--- config.mk ---
export PLATFORM = sky130hd
export DESIGN_NAME = product_accumulator_flat
export DESIGN_NICKNAME = d
export VERILOG_FILES = /design/src/rtl/booth_pkg.sv /design/src/rtl/product_accumulator_if.sv /design/src/rtl/sat_adder.sv /design/src/rtl/product_accumulator.sv /design/src/flat_wrapper.sv
export SDC_FILE = /design/constraint.sdc
export NUM_CORES = 1
export LEC_CHECK = 0
export ABC_AREA = 1
export CELL_PAD_IN_SITES_DETAIL_PLACEMENT = 1
export CELL_PAD_IN_SITES_GLOBAL_PLACEMENT = 2
export CORE_UTILIZATION = 25
export DETAILED_ROUTE_END_ITERATION = 10
export PLACE_DENSITY = 0.8
export SYNTH_ARGS = -nofsm -noshare
export SYNTH_HDL_FRONTEND = slang
export SYNTH_SLANG_ARGS = --single-unit
--- constraint.sdc ---
create_clock -name clk -period 3.7 [get_ports clk]
set_clock_uncertainty 0.15 [all_clocks]
set_input_delay 0.74 -clock clk [delete_from_list [all_inputs] [get_ports clk]]
set_output_delay 0.74 -clock clk [all_outputs]
set_load 0.02 [all_outputs]
--- src/rtl/booth_pkg.sv ---
// Shared types and constants for the Booth multiplier datapath and its
// product accumulator.
package booth_pkg;

  localparam int PW_DEF = 64;
  localparam int AW_DEF = 72;
  localparam int LW_DEF = 8;

  typedef enum logic [1:0] {
    S_IDLE = 2'd0,
    S_ACC  = 2'd1,
    S_OUT  = 2'd2
  } acc_state_t;

  localparam logic [AW_DEF-1:0] ACC_MAX = {1'b0, {(AW_DEF-1){1'b1}}};
  localparam logic [AW_DEF-1:0] ACC_MIN = {1'b1, {(AW_DEF-1){1'b0}}};

endpackage

--- src/rtl/product_accumulator_if.sv ---
// Product input stream, result output stream and group configuration.
interface product_accumulator_if
  import booth_pkg::*;
#(
  parameter int PW = PW_DEF,
  parameter int AW = AW_DEF,
  parameter int LW = LW_DEF
);

  logic [LW-1:0] cfg_len;
  logic          in_valid;
  logic          in_ready;
  logic [PW-1:0] in_product;
  logic          out_valid;
  logic          out_ready;
  logic [AW-1:0] out_sum;
  logic          out_ovf;
  logic          busy;

  modport master (
    output cfg_len, in_valid, in_product, out_ready,
    input  in_ready, out_valid, out_sum, out_ovf, busy
  );

  modport slave (
    input  cfg_len, in_valid, in_product, out_ready,
    output in_ready, out_valid, out_sum, out_ovf, busy
  );

endinterface

--- src/rtl/sat_adder.sv ---
// Signed adder that clamps to the AW-bit two's-complement range and flags
// when clamping happened.
module sat_adder
  import booth_pkg::*;
#(
  parameter int AW = AW_DEF
) (
  input  logic [AW-1:0] a,
  input  logic [AW-1:0] b,
  output logic [AW-1:0] sum,
  output logic          sat
);

  localparam logic [AW-1:0] MAX = {1'b0, {(AW-1){1'b1}}};
  localparam logic [AW-1:0] MIN = {1'b1, {(AW-1){1'b0}}};

  logic [AW:0] wide;

  always_comb begin
    wide = {a[AW-1], a} + {b[AW-1], b};
    // The two top bits disagree only when the true sum left the AW-bit range.
    sat  = wide[AW] ^ wide[AW-1];
    if (!sat)
      sum = wide[AW-1:0];
    else if (wide[AW])
      sum = MIN;
    else
      sum = MAX;
  end

endmodule

--- src/rtl/product_accumulator.sv ---
// Sums groups of signed products into a saturating accumulator and presents
// each group total on a valid/ready result port.
//
// state  | meaning
// S_IDLE | waiting for the first product of a group
// S_ACC  | group open, accumulating further products
// S_OUT  | group total presented, waiting for out_ready
module product_accumulator
  import booth_pkg::*;
#(
  parameter int PW = PW_DEF,
  parameter int AW = AW_DEF,
  parameter int LW = LW_DEF
) (
  input  logic                   clk,
  input  logic                   rst,
  product_accumulator_if.slave   bus
);

  acc_state_t    state_q;
  acc_state_t    state_d;
  logic [AW-1:0] acc_q;
  logic          ovf_q;
  logic [LW-1:0] rem_q;
  logic [AW-1:0] prod_ext;
  logic [AW-1:0] add_sum;
  logic          add_sat;
  logic          beat;

  assign prod_ext = AW'($signed(bus.in_product));
  assign beat     = bus.in_valid & bus.in_ready;

  sat_adder #(.AW(AW)) u_sat_adder (
    .a   (acc_q),
    .b   (prod_ext),
    .sum (add_sum),
    .sat (add_sat)
  );

  always_ff @(posedge clk or posedge rst) begin
    if (rst)
      state_q <= S_IDLE;
    else
      state_q <= state_d;
  end

  always_comb begin
    state_d = state_q;
    case (state_q)
      S_IDLE: if (beat) state_d = (bus.cfg_len == LW'(1)) ? S_OUT : S_ACC;
      S_ACC:  if (beat && rem_q == LW'(1)) state_d = S_OUT;
      S_OUT:  if (bus.out_ready) state_d = S_IDLE;
      default: state_d = S_IDLE;
    endcase
  end

  // rem_q counts the beats still owed after the current one; loading
  // cfg_len-1 makes a length of 0 wrap to 2^LW-1, i.e. a 2^LW-beat group.
  always_ff @(posedge clk or posedge rst) begin
    if (rst) begin
      acc_q <= '0;
      ovf_q <= 1'b0;
      rem_q <= '0;
    end else if (beat) begin
      if (state_q == S_IDLE) begin
        acc_q <= prod_ext;
        ovf_q <= 1'b0;
        rem_q <= bus.cfg_len - LW'(1);
      end else begin
        acc_q <= add_sum;
        ovf_q <= ovf_q | add_sat;
        rem_q <= rem_q - LW'(1);
      end
    end
  end

  assign bus.in_ready  = (state_q != S_OUT);
  assign bus.out_valid = (state_q == S_OUT);
  assign bus.busy      = (state_q != S_IDLE);
  assign bus.out_sum   = acc_q;
  assign bus.out_ovf   = ovf_q;

endmodule

--- src/flat_wrapper.sv ---
// flat-port wrapper written by rule: the top's interface ports become plain ports
module product_accumulator_flat import booth_pkg::*;
#(
  parameter int PW = PW_DEF,
  parameter int AW = AW_DEF,
  parameter int LW = LW_DEF
)
  (clk, rst, bus_cfg_len, bus_in_valid, bus_in_product, bus_out_ready, bus_in_ready, bus_out_valid, bus_out_sum, bus_out_ovf, bus_busy);
  product_accumulator_if #(.PW(PW), .AW(AW), .LW(LW)) bus_i ();
  input  logic clk;
  input  logic rst;
  input wire logic [$bits(bus_i.cfg_len)-1:0] bus_cfg_len;
  input wire logic [$bits(bus_i.in_valid)-1:0] bus_in_valid;
  input wire logic [$bits(bus_i.in_product)-1:0] bus_in_product;
  input wire logic [$bits(bus_i.out_ready)-1:0] bus_out_ready;
  output wire logic [$bits(bus_i.in_ready)-1:0] bus_in_ready;
  output wire logic [$bits(bus_i.out_valid)-1:0] bus_out_valid;
  output wire logic [$bits(bus_i.out_sum)-1:0] bus_out_sum;
  output wire logic [$bits(bus_i.out_ovf)-1:0] bus_out_ovf;
  output wire logic [$bits(bus_i.busy)-1:0] bus_busy;
  assign bus_i.cfg_len = bus_cfg_len;
  assign bus_i.in_valid = bus_in_valid;
  assign bus_i.in_product = bus_in_product;
  assign bus_i.out_ready = bus_out_ready;
  assign bus_in_ready = bus_i.in_ready;
  assign bus_out_valid = bus_i.out_valid;
  assign bus_out_sum = bus_i.out_sum;
  assign bus_out_ovf = bus_i.out_ovf;
  assign bus_busy = bus_i.busy;
  product_accumulator #(.PW(PW), .AW(AW), .LW(LW)) u_core (.clk(clk), .rst(rst), .bus(bus_i));
endmodule
# After elaboration in Yosys (flattened, before gate mapping)

Index checks and enable logic that the tools add are counted.

Eq/ne operators: 8
Bitwise logic cells: 3
Add/sub/neg operators: 3
Mux-type cells: 10
Reduce and logical (&&, ||, !) cells: 4

Operators with widths:

| operator                                                                | count |
|---|---|
| 72-bit 2-to-1 mux                                                       | 3 |
| 72-bit by 64-bit adder with 73-bit output                               | 1 |
| 8-bit by 1-bit == test with 1-bit output, second input constant         | 2 |
| 8-bit by 1-bit subtractor with 8-bit output, second input constant      | 2 |
| 2-bit 2-to-1 mux                                                        | 4 |
| 8-bit 2-to-1 mux                                                        | 1 |
| 2-bit one-hot mux with 3 select lines                                   | 1 |
| 2-bit by 1-bit inequality test with 1-bit output, second input constant | 2 |
| 2-bit inequality test, second input constant                            | 2 |
| 3-bit AND reduction                                                     | 1 |
| 2-bit by 1-bit == test with 1-bit output, second input constant         | 1 |
| 2-bit == test, second input constant                                    | 1 |
| 2-bit zero test                                                         | 1 |
| 2-bit nonzero test                                                      | 1 |
| 1-bit AND                                                               | 1 |
| 1-bit logical AND                                                       | 1 |
| 1-bit 2-to-1 mux                                                        | 1 |
| 1-bit OR                                                                | 1 |
| 1-bit XOR                                                               | 1 |

Output and inout port bits: 76
Logic and storage cells: 32
Register bits: 83

# Depth between registers and ports, before layout

Gate-level depths: netlist of run 1.

Word-level depth: 5
Depth in mapped cells: 22
Depth with buffers taken out: 21

# Hierarchy

A second synthesis of run 1 with hierarchy kept.

Cells, all modules: 1,804
Area, all modules: 10,526.3 um2

By module, submodules not included:

| module              | sequential area each (um2) | times used | area each (um2) | cells an instance |
|---|---|---|---|---|
| sat_adder           | 0.0                        | 1          | 6,530.0         | 1,293 |
| product_accumulator | 2,077.0                    | 1          | 3,996.3         | 511 |

# Worst setup path after synthesis of run 1

Ideal clock, no wire load.

Path kind: input port to flip-flop
Start: input port bus_in_product[0]
End: register u_core.acc_q[67] (netlist: u_core.bus.out_sum[67])
Required time: 3,432 ps
Buffers on the path: 1
Library setup time: 118 ps
Data arrival time: 2,765 ps
Stages: 20
Setup slack: 667 ps
Cells stage by stage: ha_1 > inv_1 > fa_1 > inv_1 > nand2_1 > nand2_1 > nand3_1 > nand2_2 > nand2_1 > nand3_2 > nand2_2 > nand2_2 > nand2_2 > nand3_1 > nand2_2 > a21oi_4 > buf_6 > nand2_1 > nand2_1 > nand2_1

Cells in the longest elaborated chain, start to end: 4

Ends and longest elaborated chain:

| element                                        | RTL line                         | RTL |
|---|---|---|
| start, declared                                | flat_wrapper.sv:14               | `input wire logic [$bits(bus_i.in_product)-1:0] bus_in_product;` |
| 72-bit by 64-bit adder with 73-bit output (*)  | sat_adder.sv:20                  | `wide = {a[AW-1], a} + {b[AW-1], b};` |
| 72-bit 2-to-1 mux or 1-bit XOR (tied branches) | sat_adder.sv:25, sat_adder.sv:22 |  |
| 72-bit 2-to-1 mux (*)                          | sat_adder.sv:23                  | `if (!sat)` |
| 72-bit 2-to-1 mux (*)                          | product_accumulator.sv:65        | `if (state_q == S_IDLE) begin` |
| end signal, assigned                           | product_accumulator.sv:66        | `acc_q <= prod_ext;` |
| end signal, assigned                           | product_accumulator.sv:70        | `acc_q <= add_sum;` |
| end, declared                                  | product_accumulator.sv:22        | `logic [AW-1:0] acc_q;` |

Every way passes the cells marked *; elsewhere a longest branch is shown, timed or not.
A chain may end at the register's enable or synchronous reset.

# Final worst setup path of run 1

Start: input port bus_in_product[49]
End: register u_core.acc_q[66] (netlist: u_core.bus.out_sum[66])

Same word-level chain as after synthesis.

==> results of run 1 <==
path summary, 6_finish.rpt:
path,startpoint,end,cells past startpoint
worst min register to register,u_core.bus.out_sum[62]$_DFFE_PP0P_,u_core.bus.out_sum[62]$_DFFE_PP0P_,2
min in group asynchronous,rst,u_core.bus.out_sum[9]$_DFFE_PP0P_,2
worst max register to register,u_core.bus.out_sum[0]$_DFFE_PP0P_,u_core.bus.out_sum[66]$_DFFE_PP0P_,22
worst max-delay path,bus_in_product[49],u_core.bus.out_sum[66]$_DFFE_PP0P_,17
max in group asynchronous,rst,u_core.bus.out_sum[46]$_DFFE_PP0P_,3
worst min-delay path,u_core.bus.out_sum[62]$_DFFE_PP0P_,u_core.bus.out_sum[62]$_DFFE_PP0P_,2
cell families after synthesis:
family	count (synthesis)	share of synthesized area, %
flip-flops	83	20.02
AND/OR/NAND/NOR	1138	43.51
buffers and inverters	255	9.831
XOR/XNOR	51	4.306
adder cells (fa/ha/maj)	77	9.361
AO/OA/AOI/OAI	246	12.97
cell type report:
type / instances / share of cell area [%]
clock buffer: 11 / 1.661
clock inverter: 5 / 0.4935
inverter: 215 / 5.329
multi-input combinational: 1512 / 48.22
sequential: 83 / 13.65
tap: 532 / 4.375
timing repair buffer: 460 / 26.27
placed cells by master (no fill, tap or decap), types with 3 or more instances in the layout:
cell type,instances
nand2_1,692
nor2_1,320
buf_4,295
inv_1,209
clkdlybuf4s50_1,150
a21oi_1,117
dfrtp_1,83
o21ai_0,81
ha_1,74
nand3_1,59
xor2_1,43
o21bai_1,18
nor3_1,15
nand2_2,13
clkbuf_16,11
buf_12,9
nand4_1,8
xnor2_1,8
a31oi_1,7
o21a_1,6
nand3b_1,5
nor2_2,5
a21oi_2,4
nor4_1,4
clkinv_2,4
inv_2,3
nand2_4,3
a21o_1,3
o22ai_1,3
worst max-delay path: stages:
cell	delay [ns]
clkdlybuf4s50_1	0.43
ha_1	0.31
buf_4	0.12
nand2_1	0.08
o21ai_0	0.43
a21oi_1	0.16
nand2_1	0.19
a21oi_2	0.10
buf_4	0.14
nand3_2	0.07
nand2_2	0.08
a21oi_4	0.26
buf_12	0.18
clkbuf_16	0.18
nand2_1	0.06
nand2_1	0.06
nand2_1	0.06
metal layers:
layer | global-route usage (%) | routed length (um) | up-vias
met1 | 32.70 | 24950 | 6166
met4 | 5.794 | 687 | 0
met2 | 38.68 | 22850 | 173
met5 | 0 | 0 | -
li1 | - | - | 6638
met3 | 2.439 | 1433 | 31
power by group through the flow:
| stage | logic (uW) | clock network, uW | registers, uW |
|---|---|---|---|
| final | 13300 | 1070 | 1860 |
| after global placement | 12500 | 0 | 1860 |
| after global routing | 14700 | 1130 | 1930 |
| after CTS | 12800 | 1100 | 1870 |
| after floorplan | 6240 | 0 | 2250 |
| after detailed placement | 12700 | 0 | 1880 |
what timing repair did:
action,in CTS,in global routing
endpoints found under the setup margin,72,72
endpoints found under the hold margin,0,0
gates cloned,0,5
setup buffers,1,5
pin swaps,1,5
resized for setup,3,19
registers in the layout, indices dropped and copies added, names as in the netlist:
signal              count
u_core.bus.out_ovf      1
u_core.state_q          2
u_core.rem_q            8
u_core.bus.out_sum     72
metrics by stage:
stage	cell area (sq um)	setup slack [ns]	power (uW)	TNS, ns
after floorplan	10370	0.6669	8485	0
after global placement	14670	-0.4896	14320	-30.64
after detailed placement	14670	-0.5409	14530	-34.14
after CTS	15010	0.01207	15740	0
after global routing	15210	-0.005488	17720	-0.007365
final	15210	0.1742	16210	0
==> flow_metrics.tcl, run 1 <==
set metrics [dict create \
    place.gp.congestion 0.9713 \
    wl_per_cell_um 17.71 \
    clk_latency_ns 0.40 \
    die_y_um 205.7 \
    start_util_pct 25.40 \
    cts_tree "built" \
    vias 13010 \
    synth.top_cell.area_share_pct 25.15 \
    leakagePower_uw 0.007843 \
    n_fill_cell 5456 \
    grt_max_degree 74 \
    fin_cells 2818 \
    maxSlewViolCount 0 \
    swShare_pct 52.53 \
    worstPathMaxFanout 7 \
    path_clk_slew_ns 0.07 \
    max_freq_mhz 283.6 \
    final_net_count 2434 \
    hold_path_class "reg2reg" \
    regArea_sq_mm 0.002077 \
    tightestPinTransition_ns 0.9120 \
    drive_gt1_share_pct 15.97 \
    drtIter0Drc 584 \
    synth.area.top_cells "nand2_1 25%, dfrtp_1 20%, nor2_1 12%" \
    synth_async_sr_flop_share_pct 100.0 \
    vdd_drop_max_v 0.0005424 \
    utilization_pct 37.26 \
    setup_viol_count_final 0 \
    cp-start-kind "primary input" \
    ys_seq_elements 83 \
    synth_edf_count 0 \
    grt.total_usage_pct 23.56 \
    cts_sinks 83 \
    yosysWarnings 0 \
    holdWs_ns 0.3727 \
    io_pins 152 \
    synth_fp_nets 2003 \
    ys.flop_type "dfrtp_1" \
    grt-ovfl-total 0 \
    ant_nets 0 \
    critical_path_class "in2reg" \
    internal_power_uw 7693 \
    coreArea_sq_mm 0.04083 \
    pwr-share-seq_pct 11.5 \
    multiInputGateArea_sq_mm 0.007336 \
    area_delta_synth_final_pct 46.67 \
    seq_area_frac_synth_pct 20.02 \
    fin_crit_ns 3.526 \
    yosysMostFrequentCell "nand2_1" \
    period_share_pct 95.29 \
    viasPerCell 4.616 \
    root_buffer "clkbuf_16" \
    first_global_vias 13740 \
    status "finished clean" \
    dr.pass1.iters 5 \
    p_per_area_mw_per_mm2 1065 \
    comb_power_share_pct 81.9 \
    rows 74 \
    synth_cells 1850 \
    cts_hold_buf 0 \
    dp_hpwl_um 41140 \
    cp.required_ns 3.84 \
    die-area_sq_mm 0.04231 \
    synth_area_sq_mm 0.01037 \
    avgSynthCellArea_sq_um 5.607 \
    p_clk_share_pct 6.6 \
    routed_wl_um 49920 \
    port_buffers 151 \
    arrival_ns 3.66 \
    post-synth-top-area-cell "nand2_1" \
    placed_cells 2791 \
    drcViolationCount 0 \
    slew_headroom_pct 39.20 \
    reg2reg_slack_ns 0.47 \
    synthTopCellsByCount "695 x nand2_1, 322 x nor2_1, 212 x inv_1" \
    ys_types 40 \
    h-tree-depth 3 \
    power.net_switching_uw 8514 \
    diodes 0 \
    die_x_um 205.7 \
    end_kind "flop" \
    cts_buffer_depth 2 \
    antenna_found_initial 0 \
    grt_pass1_wl_um 76200 \
    hold_viol 0 \
    cap_violations 0 \
    numCtsBuffers 9 \
]
Power figures use the tool's default switching activity.
==> run 2, diff against run 1 <==
--- a/config.mk
+++ b/config.mk
@@ -11,6 +11,7 @@
 export CORE_UTILIZATION = 25
 export DETAILED_ROUTE_END_ITERATION = 10
 export PLACE_DENSITY = 0.8
+export SKIP_CTS_REPAIR_TIMING = 1
 export SYNTH_ARGS = -nofsm -noshare
 export SYNTH_HDL_FRONTEND = slang
 export SYNTH_SLANG_ARGS = --single-unit
==> constraint.sdc (replaced) <==
create_clock -name clk -period 3.3 [get_ports clk]
set_clock_uncertainty 0.15 [all_clocks]
set_input_delay 0.66 -clock clk [delete_from_list [all_inputs] [get_ports clk]]
set_output_delay 0.66 -clock clk [all_outputs]
set_load 0.02 [all_outputs]
==> run 2 against run 1 <==
Compared with the run above: non-clock buffer count rose by 146; sequential share of layout area fell by 1.9 points; largest cell class unchanged; die area did not move; clock power barely moved; sequential power rose by 23%; routed wire length rose by 8.0%; critical endpoint is now u_core.bus.out_sum[51]$_DFFE_PP0P_; critical path type unchanged.
==> flow_metrics.tcl, run 2 (synthesized netlist as in run 1, its figures left out) <==
set metrics [dict create \
    period_share_pct 98.00 \
    grt.total_usage_pct 23.76 \
    drive_gt1_share_pct 27.26 \
    drcViolationCount 0 \
    dr.pass1.iters 4 \
    p_clk_share_pct 5.0 \
    p_per_area_mw_per_mm2 1180 \
    vias 13920 \
    swShare_pct 51.12 \
    ant_nets 0 \
    cap_violations 0 \
    crit_chain "clkdlybuf4s50_1 > ha_1 > nand2_2 > nor2_1 > nand2_1 > nor2_1 > nand2_2 > nand3_4 > nand2_2 > nand2_4 > nand2_4 > nand2_2 > nand2_1 > nand2_2 > nand2_8 > clkbuf_16 > nand2_1 > nand2_1 > nand2_1 > nand2_1" \
    path_clk_slew_ns 0.06 \
    cp_top_family "simple AND/OR/NAND/NOR gates" \
    fin_cells 2964 \
    final_net_count 2580 \
    utilization_pct 43.16 \
    n_fill_cell 5337 \
    grtUsageMet2_pct 39.53 \
    port_buffers 151 \
    grt-ovfl-total 0 \
    use_met1_pct 32.10 \
    die-area_sq_mm 0.04231 \
    holdWs_ns 0.3757 \
    coreArea_sq_mm 0.04083 \
    antenna_found_initial 2 \
    numCtsBuffers 9 \
    power.net_switching_uw 10630 \
    reg2reg_slack_ns 0.13 \
    wl_per_cell_um 18.19 \
    hold_path_class "reg2reg" \
    rows 74 \
    h-tree-depth 3 \
    critical_path_class "in2reg" \
    viasPerCell 4.696 \
    first_global_vias 14260 \
    cp_num_buf_inv 2 \
    fin_crit_ns 3.234 \
    clk_latency_ns 0.40 \
    status "finished clean" \
    slew_headroom_pct 42.80 \
    setup_viol_count_final 0 \
    leakagePower_uw 0.009085 \
    worstPathMaxFanout 13 \
    maxSlewViolCount 0 \
    grt_setup_unrepaired "true" \
    cts_buffer_depth 2 \
    routed_wl_um 53920 \
    slowest_delay_ns 0.42 \
    crit_slowest_cell "clkdlybuf4s50_1" \
    die_y_um 205.7 \
    finalPower_uw 20790 \
    diodes 0 \
    place.gp.congestion 0.9113 \
    cp.required_ns 3.44 \
    final_cell_mix "672 x nand2_1, 433 x buf_4, 295 x nor2_1" \
    groute.layer.met3.usage_pct 2.613 \
    crit_top_cell "nand2_1" \
    io_pins 152 \
    comb_power_share_pct 84.0 \
    start_util_pct 25.40 \
    pwr-share-seq_pct 11.0 \
    drtIter0Drc 704 \
    arrival_ns 3.37 \
    cts_tree "built" \
    top_usage_layer "met2" \
    end_kind "flop" \
    hold_viol 0 \
    grt_pass1_wl_um 77280 \
    dp_hpwl_um 41600 \
    die_x_um 205.7 \
    largest_reg_flops 72 \
    area_delta_synth_final_pct 69.89 \
    tightestPinTransition_ns 0.8581 \
    layout_commonest_cell "nand2_1" \
    placed_cells 2922 \
    root_buffer "clkbuf_16" \
    cp-start-kind "primary input" \
    vdd_drop_max_v 0.0005530 \
    grt_max_degree 136 \
    max_freq_mhz 309.2 \
    cts_sinks 83 \
    internal_power_uw 10160 \
]
## run 2: stage by stage
stage	TNS [ns]	instance area (sq um)	worst slack, ns
after floorplan	0	10370	0.3469
after global placement	-46.61	15650	-0.7364
after detailed placement	-50.55	15650	-0.7917
after CTS	-19.80	15930	-0.3719
after global routing	-2.288	17620	-0.07175
final	0	17620	0.06594
## run 2: routing by layer
metal,part of all wire [%],routed length [um]
met5,0.015,8
met4,2.1,1127
met3,3.5,1882
met2,46,25030
met1,48,25880
## run 2: path summary, 6_finish.rpt
check | start | cells after the start | end
min in group asynchronous | rst | 2 | u_core.bus.out_sum[7]$_DFFE_PP0P_
max in group asynchronous | rst | 3 | u_core.bus.out_sum[1]$_DFFE_PP0P_
hold / removal | u_core.bus.out_sum[15]$_DFFE_PP0P_ | 2 | u_core.bus.out_sum[15]$_DFFE_PP0P_
setup / recovery | bus_in_product[15] | 20 | u_core.bus.out_sum[51]$_DFFE_PP0P_
hold reg to reg | u_core.bus.out_sum[15]$_DFFE_PP0P_ | 2 | u_core.bus.out_sum[15]$_DFFE_PP0P_
setup reg to reg | u_core.bus.out_sum[0]$_DFFE_PP0P_ | 22 | u_core.bus.out_sum[51]$_DFFE_PP0P_
## run 2: layout make-up
cell class	instances	area [sq um]	share of cell area, %
well taps	532	665.6	3.777
clock inverters	5	27.53	0.1562
clock buffers	11	252.7	1.434
repair buffers	606	5361	30.42
inverters	215	810.8	4.601
multi-input cells	1512	8427	47.82
flip-flops and latches	83	2077	11.79
## run 2: power by group through the flow
stage / Clock (uW) / Sequential, uW / Combinational [uW]
after floorplan: 0 / 2520 / 7000
after global placement: 0 / 2090 / 14600
after detailed placement: 0 / 2100 / 15000
after CTS: 1080 / 2100 / 15100
after global routing: 1100 / 2360 / 19000
final: 1040 / 2280 / 17500
## run 2: worst reg2reg max path: stages, from the launching register on
cell,delay [ns]
dfrtp_1,0.39
ha_2,0.20
inv_1,0.06
fa_2,0.40
inv_2,0.07
nand2_1,0.05
nand2_1,0.08
nand3_1,0.09
nand2_2,0.15
nand2_2,0.11
nand3_4,0.09
nand2_2,0.07
nand2_4,0.12
nand2_4,0.07
nand2_2,0.06
nand2_1,0.08
nand2_2,0.15
nand2_8,0.16
clkbuf_16,0.23
nand2_1,0.09
nand2_1,0.06
nand2_1,0.07
nand2_1,0.05
==> run 3, diff against run 2 <==
--- a/config.mk
+++ b/config.mk
@@ -8,6 +8,7 @@
 export ABC_AREA = 1
 export CELL_PAD_IN_SITES_DETAIL_PLACEMENT = 1
 export CELL_PAD_IN_SITES_GLOBAL_PLACEMENT = 2
+export CORE_ASPECT_RATIO = 0.7
 export CORE_UTILIZATION = 25
 export DETAILED_ROUTE_END_ITERATION = 10
 export PLACE_DENSITY = 0.8
==> constraint.sdc (replaced) <==
create_clock -name clk -period 3.5 [get_ports clk]
set_clock_uncertainty 0.15 [all_clocks]
set_input_delay 0.7 -clock clk [delete_from_list [all_inputs] [get_ports clk]]
set_output_delay 0.7 -clock clk [all_outputs]
set_load 0.02 [all_outputs]
==> run 3 against run 2 <==
Compared with the run above: utilization down 3.2 points; register-to-register slack better by 0.26 ns; routed wire length decreased by 2.9%; critical path type unchanged; critical endpoint is now u_core.bus.out_sum[57]$_DFFE_PP0P_.
==> flow_metrics.tcl, run 3 (synthesized netlist as in run 1, its figures left out) <==
set metrics [dict create \
    ant_nets 0 \
    max_freq_mhz 290.8 \
    placed_area_sq_mm 0.01541 \
    viasPerCell 4.655 \
    cp-start-kind "primary input" \
    layout_commonest_cell "nand2_1" \
    cts_tree "built" \
    cap_violations 0 \
    clk_latency_ns 0.40 \
    io_pins 152 \
    worstHoldEndpoint "u_core.bus.out_sum[14]$_DFFE_PP0P_" \
    drive_gt1_share_pct 21.85 \
    coreArea_sq_mm 0.04096 \
    rows 62 \
    r2r_end "u_core.bus.out_sum[25]$_DFFE_PP0P_" \
    place.gp.congestion 0.9915 \
    slew_headroom_pct 40.46 \
    drcViolationCount 0 \
    holdPathStages 2 \
    grt.total_usage_pct 24.20 \
    final_cell_mix "685 x nand2_1, 394 x buf_4, 313 x nor2_1" \
    tightestPinTransition_ns 0.8931 \
    root_buffer "clkbuf_16" \
    path_clk_slew_ns 0.07 \
    period_share_pct 98.26 \
    cp.required_ns 3.63 \
    utilization_pct 39.94 \
    cts_buffer_depth 2 \
    hold_path_class "reg2reg" \
    status "finished clean" \
    n_fill_cell 5456 \
    die_y_um 172.4 \
    numCtsBuffers 9 \
    holdWs_ns 0.3688 \
    grt_max_degree 137 \
    antenna_found_initial 0 \
    leakagePower_uw 0.008388 \
    h-tree-depth 3 \
    hold_viol 0 \
    critical_path_class "in2reg" \
    vdd_drop_max_v 0.0008666 \
    min_from "u_core.bus.out_sum[14]$_DFFE_PP0P_" \
    start_util_pct 25.32 \
    setup_viol_count_final 0 \
    worstPathMaxFanout 4 \
    setup_ws_ns 0.06077 \
    routed_wl_um 52380 \
    port_buffers 151 \
    rr_startpoint "u_core.bus.out_sum[22]$_DFFE_PP0P_" \
    maxSlewViolCount 0 \
    grt-ovfl-total 0 \
    arrival_ns 3.57 \
    die_x_um 245.5 \
    end_kind "flop" \
    grt_pass1_wl_um 78630 \
    area_delta_synth_final_pct 57.71 \
    wl_per_cell_um 17.86 \
    dp_hpwl_um 42680 \
    largest_reg_flops 72 \
    first_global_vias 14040 \
    diodes 0 \
    reg2reg_slack_ns 0.39 \
    cts_sinks 83 \
    reg2reg_depth 17 \
    p_per_area_mw_per_mm2 1128 \
    final_net_count 2537 \
    place_ws_ns -0.6436 \
    vias 13650 \
    dr.pass1.iters 4 \
    drtIter0Drc 690 \
    die-area_sq_mm 0.04232 \
    design_area_sq_mm 0.01636 \
    fin_crit_ns 3.439 \
]
## run 3: worst max path at each step
stage / startpoint / end
finish: bus_in_product[2] / u_core.bus.out_sum[57]$_DFFE_PP0P_
global route: bus_in_product[33] / u_core.bus.out_sum[25]$_DFFE_PP0P_
CTS: bus_in_product[63] / u_core.bus.out_sum[40]$_DFFE_PP0P_
global placement: bus_in_product[63] / u_core.bus.out_sum[41]$_DFFE_PP0P_
floorplan: rst / u_core.bus.out_ovf$_DFFE_PP0P_
detailed placement: bus_in_product[63] / u_core.bus.out_sum[48]$_DFFE_PP0P_
## run 3: per-stage QoR
stage	power, uW	instances	TNS (ns)
floorplan	8970	1850	0
global placement	15740	2903	-37.60
detailed placement	16070	2903	-42.63
CTS	17230	2919	-13.03
global route	19970	2933	-0.3979
finish	18450	2933	0
## run 3: layout make-up
cell class | instances | area, sq um | share of cell area (%)
Sequential cell | 83 | 2077 | 12.70
Clock buffer | 10 | 229.0 | 1.400
Clock inverter | 6 | 66.31 | 0.4054
Multi-Input combinational cell | 1512 | 7689 | 47.00
Inverter | 215 | 810.8 | 4.956
Tap cell | 544 | 680.7 | 4.161
Timing Repair Buffer | 563 | 4806 | 29.38
## run 3: worst max-delay path, cell delays in order
cell and delay (ns):
clkdlybuf4s50_1 0.45, ha_1 0.37, buf_4 0.16, inv_1 0.04, o21ai_0 0.21, nand2_1 0.11, nand2_2 0.17, nand2_1 0.07
nand2_1 0.19, nand3_1 0.10, nand2_1 0.23, nand2_1 0.20, nand2_1 0.12, nor2_1 0.05, o21ai_1 0.20, nand2_1 0.09
nand2_1 0.06, nand2_1 0.05
## run 3: per-layer routing
metal / part of all wire (%) / GRT usage [%]
met1: 55 / 37.62
met2: 41 / 35.08
met3: 3.8 / 3.818
met4: 0.47 / 2.944
met5: 0 / 0
## run 3: power breakdown
group          internal [uW]  leakage [uW]  total [uW]  switching, uW
Clock                    553      0.000135        1050            499
Sequential              1470      0.000996        2010            538
Combinational           6830       0.00726       15400           8560
